--- config.mk ---
export PLATFORM = sky130hd
export DESIGN_NAME = alu_op_sequencer
export DESIGN_NICKNAME = d
export VERILOG_FILES = /design/src/rtl/alu_op_sequencer.sv
export SDC_FILE = /design/constraint.sdc
export NUM_CORES = 1
export LEC_CHECK = 0
export CAP_MARGIN = 20
export CORE_ASPECT_RATIO = 0.7
export CORE_MARGIN = 4
export CORE_UTILIZATION = 37
export DETAILED_ROUTE_END_ITERATION = 10
export PLACE_DENSITY_LB_ADDON = 0.25
export REMOVE_ABC_BUFFERS = 1
export SETUP_SLACK_MARGIN = 0.4
export SLEW_MARGIN = 5
export SYNTH_ARGS = -nofsm -noshare
export SYNTH_HDL_FRONTEND = slang
export SYNTH_SLANG_ARGS = --single-unit
--- constraint.sdc ---
create_clock -name clk_i -period 4 [get_ports clk_i]
set_input_delay 0.8 -clock clk_i [delete_from_list [all_inputs] [get_ports clk_i]]
set_output_delay 0.8 -clock clk_i [all_outputs]
set_load 0.05 [all_outputs]
--- src/rtl/alu_op_sequencer.sv ---
// Issue/capture wrapper around a slow-settling structural ALU: registers one operation,
// waits a fixed number of edges for the ripple carry to settle, then captures the result.
module alu_op_sequencer #(
  parameter int unsigned Width        = 32,
  parameter int unsigned SettleCycles = 16
) (
  input  logic             clk_i,
  input  logic             rst_i,
  input  logic             in_valid_i,
  output logic             in_ready_o,
  input  logic [Width-1:0] in_a_i,
  input  logic [Width-1:0] in_b_i,
  input  logic [2:0]       in_cmd_i,
  output logic [Width-1:0] alu_a_o,
  output logic [Width-1:0] alu_b_o,
  output logic [2:0]       alu_cmd_o,
  input  logic [Width-1:0] alu_res_i,
  input  logic             alu_carryout_i,
  input  logic             alu_overflow_i,
  output logic             out_valid_o,
  input  logic             out_ready_i,
  output logic [Width-1:0] out_res_o,
  output logic             out_carryout_o,
  output logic             out_overflow_o,
  output logic             out_zero_o,
  output logic             busy_o
);

  typedef enum logic [1:0] {StIdle, StSettle, StHold} state_e;

  localparam logic [7:0] CntLoad = 8'(SettleCycles - 1);

  state_e           state_q;
  logic [7:0]       cnt_q;
  logic [Width-1:0] alu_a_q, alu_b_q, out_res_q;
  logic [2:0]       alu_cmd_q;
  logic             out_valid_q, out_carryout_q, out_overflow_q, out_zero_q;
  logic             accept;

  always_comb begin
    in_ready_o = (state_q == StIdle) || ((state_q == StHold) && out_ready_i);
    accept     = in_valid_i && in_ready_o;
  end

  always_ff @(posedge clk_i or posedge rst_i) begin
    if (rst_i) begin
      state_q        <= StIdle;
      cnt_q          <= '0;
      alu_a_q        <= '0;
      alu_b_q        <= '0;
      alu_cmd_q      <= '0;
      out_res_q      <= '0;
      out_carryout_q <= 1'b0;
      out_overflow_q <= 1'b0;
      out_zero_q     <= 1'b0;
      out_valid_q    <= 1'b0;
    end else begin
      unique case (state_q)
        StIdle, StHold: begin
          // In HOLD, accept implies out_ready, so the handshake and the new issue share an edge
          if (accept) begin
            alu_a_q     <= in_a_i;
            alu_b_q     <= in_b_i;
            alu_cmd_q   <= in_cmd_i;
            cnt_q       <= CntLoad;
            out_valid_q <= 1'b0;
            state_q     <= StSettle;
          end else if ((state_q == StHold) && out_ready_i) begin
            out_valid_q <= 1'b0;
            state_q     <= StIdle;
          end
        end
        StSettle: begin
          if (cnt_q != 8'd0) begin
            cnt_q <= cnt_q - 8'd1;
          end else begin
            out_res_q      <= alu_res_i;
            out_carryout_q <= alu_carryout_i;
            out_overflow_q <= alu_overflow_i;
            out_zero_q     <= ~|alu_res_i;
            out_valid_q    <= 1'b1;
            state_q        <= StHold;
          end
        end
        default: state_q <= StIdle;
      endcase
    end
  end

  always_comb begin
    alu_a_o        = alu_a_q;
    alu_b_o        = alu_b_q;
    alu_cmd_o      = alu_cmd_q;
    out_valid_o    = out_valid_q;
    out_res_o      = out_res_q;
    out_carryout_o = out_carryout_q;
    out_overflow_o = out_overflow_q;
    out_zero_o     = out_zero_q;
    busy_o         = (state_q == StSettle);
  end

endmodule

[After elaboration in Yosys (flattened, before gate mapping)]
Cells that the tools add are included.
Storage, ports and cells
  flip-flop bits (word level): 113
  word-level logic and storage cells: 43
  output and inout port bits: 105
Cells by class
  reduce and logical (&&, ||, !) cells: 14
  muxes and demuxes: 11
  bitwise logic cells: 1
  equality and inequality tests: 6
  $add $sub $neg: 1
Operators with widths (count)
  32-bit OR reduction: 1
  8-bit 2-to-1 mux: 2
  8-bit case mux with 2 select lines: 1
  8-bit nonzero test: 1
  8-bit by 1-bit subtractor with 8-bit output (second input constant): 1
  2-bit 2-to-1 mux: 3
  2-bit AND reduction: 3
  3-bit AND reduction: 2
  2-bit inequality test (second input constant): 2
  2-bit case mux with 2 select lines: 1
  1-bit 2-to-1 mux: 3
  3-bit inequality test (second input constant): 1
  2-bit by 1-bit equality test with 1-bit output (second input constant): 1
  2-bit equality test (second input constant): 1
  1-bit logical AND: 2
  2-bit zero test: 1
  2-bit by 1-bit inequality test with 1-bit output (second input constant): 1
  1-bit case mux with 2 select lines: 1
  2-bit nonzero test: 1
  2-bit OR reduction: 1
  1-bit zero test: 1
  1-bit logical OR: 1
  1-bit inverter: 1

[Logic depth before layout (Yosys ltp)]
  depth in word-level cells: 6
  mapped depth: 8

[Worst setup path after synthesis]
No wires, ideal clock.
  path kind: input -> output
  from: input out_ready_i
  to: output in_ready_o
  stages on the path: 2
  required time: 3200 ps
  path buffers: 0
  data arrival time: 1634 ps
  slack: 1566 ps
  cells stage by stage: inv_1 > a21oi_1
On the way
  word-level cells in the longest chain between the ends: 2
RTL lines
  start: declaration: RTL line 21  | input logic out_ready_i,
  1-bit logical AND: RTL line 41  | in_ready_o = (state_q == StIdle) || ((state_q == StHold) && out_ready_i);
  1-bit logical OR: RTL line 41
  end: declaration: RTL line 10  | output logic in_ready_o,
No other way between the ends.

[Worst setup path in the final report]
Same ends and word-level chain as after synthesis.

==> flow_results.org <==
** Clock network
- The number of hold buffers added after CTS was 0.
- Bufs on Longest Clock Path :: 2
- Maximum level of the CTS H-tree :: 4
- Clock insertion delay at the later pin of the skew report :: 0.40 ns
- The root buffer cell chosen for the clock tree is clkbuf_16.
- Once the clock tree was built, the setup fixing pass inserted 0 buffers.
- CTS clk-pin slew, worst paths :: 0.05 ns
- TritonCTS built the clock tree.
- Counting the buffers created by CTS gives 17.
- After clock tree synthesis, the repair step resized 0 gates.
- # clock sinks :: 113

** Place
- Count of buffers from port buffering :: 209
- Hpwl dp :: 8280 µm
- Prior to clock tree synthesis, the placed netlist has a worst setup slack of 0.846 ns.
- At the end of routability-driven placement, the weighted congestion stood at 0.764.

** Setup path
- Critical setup path kind :: primary input to output pin
- In this run the worst path has a maximum fanout of 3.
- The cell that appears most often on the critical path is clkdlybuf4s50_1.
- The signal on the critical path passes through clkdlybuf4s50_1 -> inv_1 -> a21oi_1 -> clkdlybuf4s50_1.
- STA classifies the critical path endpoint as an output pin.
- Data arrival time of the worst path :: 2.37 ns
- Worst setup SP type :: primary input
- The largest single stage delay on the critical path is 0.82 ns.
- CP required :: 3.20 ns
- The largest individual stage delay along the critical path comes from the cell clkdlybuf4s50_1.

** Worst hold path
- Worst min-delay path category :: register to register

** Yosys
- Each instance of the synthesized netlist takes up on average 15.7 µm².
- Yosys cell types :: 30
- Yosys mapped a number of flops with a built-in enable equal to 0.
- Most repeated cell in the gate-level netlist after synthesis :: dfrtp_1
- Post-synthesis sequential element count :: 113
- The most used flip-flop cell after synthesis is dfrtp_1.
- Proportion of synthesized chip area in sequential cells :: 0.627
- Async set-or-reset flop fraction in the synthesized netlist :: 1.00
- Yosys warning count :: 0
- Netlist area before placement :: 4510 µm²
- Synthesis produced a netlist whose cell count is 288.
- Ranked by total cell area, the synthesized netlist is headed by dfrtp_1 (63%), mux2_2 (21%), mux2_4 (5.3%), nor4_1 (1.1%), buf_2 (0.89%).
- Proportion of netlist area held by the largest area contributor :: 0.627
- The largest total area in the synthesized netlist belongs to dfrtp_1.
- Top cells by count, synth :: dfrtp_1 (113), mux2_2 (85), mux2_4 (16), buf_2 (8), nor4_1 (8)

** Drt
- Remaining antenna violation count :: 0
- In the routed design, unresolved DRC markers number 0.
- Routed vias :: 3,223
- Starting DRT DRC Count :: 63
- Post-detailed-route via-to-cell ratio :: 4.77
- For this block, the routed nets add up to 11,400 µm of wire.
- Post-DR wirelength/cell :: 16.8 µm
- The first detailed-routing pass took 4 iterations.

** GRT
- Initial antenna violation count :: 0
- Total overflow reported by the global router :: 0
- GRT Overall Usage :: 0.163
- Vias in the first global route :: 3,576
- Entering global routing, the biggest net connects 65 pins.
- The first global-routing pass estimated 18,200 µm of wire.

** Floorplanning
- Overall die height :: 100 µm
- Die span in x :: 140 µm
- For this configuration, the core starts out at a cell density of 0.382.
- The die covers 14,000 µm².
- For this design the top-level I/O count stands at 210.
- Row count :: 33
- The core region is 11,800 µm².

** Final layout
- The layout has 925 filler cells.
- Antenna diode count :: 0
- The final layout contains 614 nets.
- At the end of the flow the core is filled with cells to 0.623.
- Area added between synthesis and finish :: 63.1%
- Of the cells placed in the final design, the portion with a size suffix greater than 1 is 0.270.

** Timing
- Tightest hold margin :: 0.489 ns
- Worst clock skew :: 0.0117 ns
- At the pin with the least slew margin, the transition time is 0.629 ns.
- RSZ-0062 raised after global routing :: no
- Setup violations remaining at the end of the flow were counted as 0.
- Count of endpoints failing hold in the final timing report :: 0
- In the finished design, the share of the clock period the worst path needs comes to 0.792.
- Static timing analysis puts the maximum clock frequency at 316 MHz.
- The number of pins exceeding their max-slew limit in the final report was 0.
- Setup slack closes at 0.833 ns.
- Shortest clock period the worst path allows after layout :: 3.17 ns
- Worst slew slack as a fraction of its limit :: 0.581

** Power
- Pwr per Cell Area :: 1040 nW/µm²
- Peak supply drop :: 0.689 mV
- In this run the static leakage power is 3.09 nW.
- After layout, the design draws a total of 7.67 mW.

** Run
- Number of maximum-capacitance violations :: 0

** Outcome
- Outcome :: completed
[cell usage in the layout (no fill, tap or decap), types with 2 or more instances in the layout]
cell type,n
mux2_2,85
clkbuf_16,17
nor2_1,6
clkdlybuf4s50_1,209
mux2_4,16
clkinv_2,3
nor4_1,8
nor3_1,5
nand2b_1,3
clkbuf_8,2
nand2_1,2
nand3_1,2
bufinv_16,3
a21oi_1,4
mux2i_1,4
nand4_1,3
ha_1,2
clkinvlp_4,3
buf_4,3
o21ai_0,3
dfrtp_1,113
inv_1,5
a31oi_1,2
[power breakdown]
group	internal, mW	leakage, nW	switching, mW
logic	1.55	1.48	2.56
clock network	1.00	0.284	0.503
registers	1.72	1.33	0.338
total	4.28	3.09	3.40
[through the flow]
stage          instances  instance area (µm²)  TNS, ns
2_1_floorplan        275                 4420   -31.88
3_3_place_gp         645                 6760        0
3_5_place_dp         645                 6760        0
4_1_cts              675                 7350        0
5_1_grt              675                 7350        0
6_report             675                 7350        0
[metal layers]
metal  global-route usage  vias up  routed length (µm)
li1                     -     1470                   -
met1                0.186     1619                4520
met2                0.267      123                5560
met3               0.0824       11                1190
met4               0.0551        0                 102
met5                    0        -                   0
[worst paths after layout]
kind	startpoint	to	slack, ns	cells past startpoint
max reg2reg	cnt_q[0]	out_res_o[31]	1.97	6
min in group asynchronous	rst_i	alu_a_o[4]	0.85	2
min	out_zero_o	out_zero_o	0.49	2
max	out_ready_i	in_ready_o	0.83	4
min reg2reg	out_zero_o	out_zero_o	0.49	2
max in group asynchronous	rst_i	alu_b_o[14]	2.35	3
[registers in the layout, indices dropped and copies added (netlist names)]
signal / cells
out_carryout_o: 1
alu_a_o: 32
alu_cmd_o: 3
out_res_o: 32
out_overflow_o: 1
cnt_q: 8
alu_b_o: 32
out_valid_o: 1
out_zero_o: 1
state_q: 2
[area by class of cell]
class | instances | area [µm²] | area share
Clock buffer | 20 | 457 | 0.0621
Clock inverter | 10 | 136 | 0.0185
Inverter | 6 | 25.0 | 0.00340
Multi-Input combinational cell | 156 | 1580 | 0.215
Sequential cell | 113 | 2830 | 0.384
Tap cell | 157 | 196 | 0.0267
Timing Repair Buffer | 213 | 2130 | 0.290
[logic make-up after synthesis]
family / after synthesis / synth area share
DFF: 113 / 0.627
buffers and inverters: 19 / 0.0247
xor gates and xnor gates: 1 / 0.00194
AOI/OAI and AO/OA: 13 / 0.0183
adders and majority gates: 2 / 0.00555
muxes: 105 / 0.274
and+or+nand+nor: 35 / 0.0480
[worst max-delay path: cells and delay by family]
family / cells / cell delay (ns)
buf+inv: 3 / 1.41
compound gates: 1 / 0.16
No activity file was read; power rests on OpenSTA's default activity.
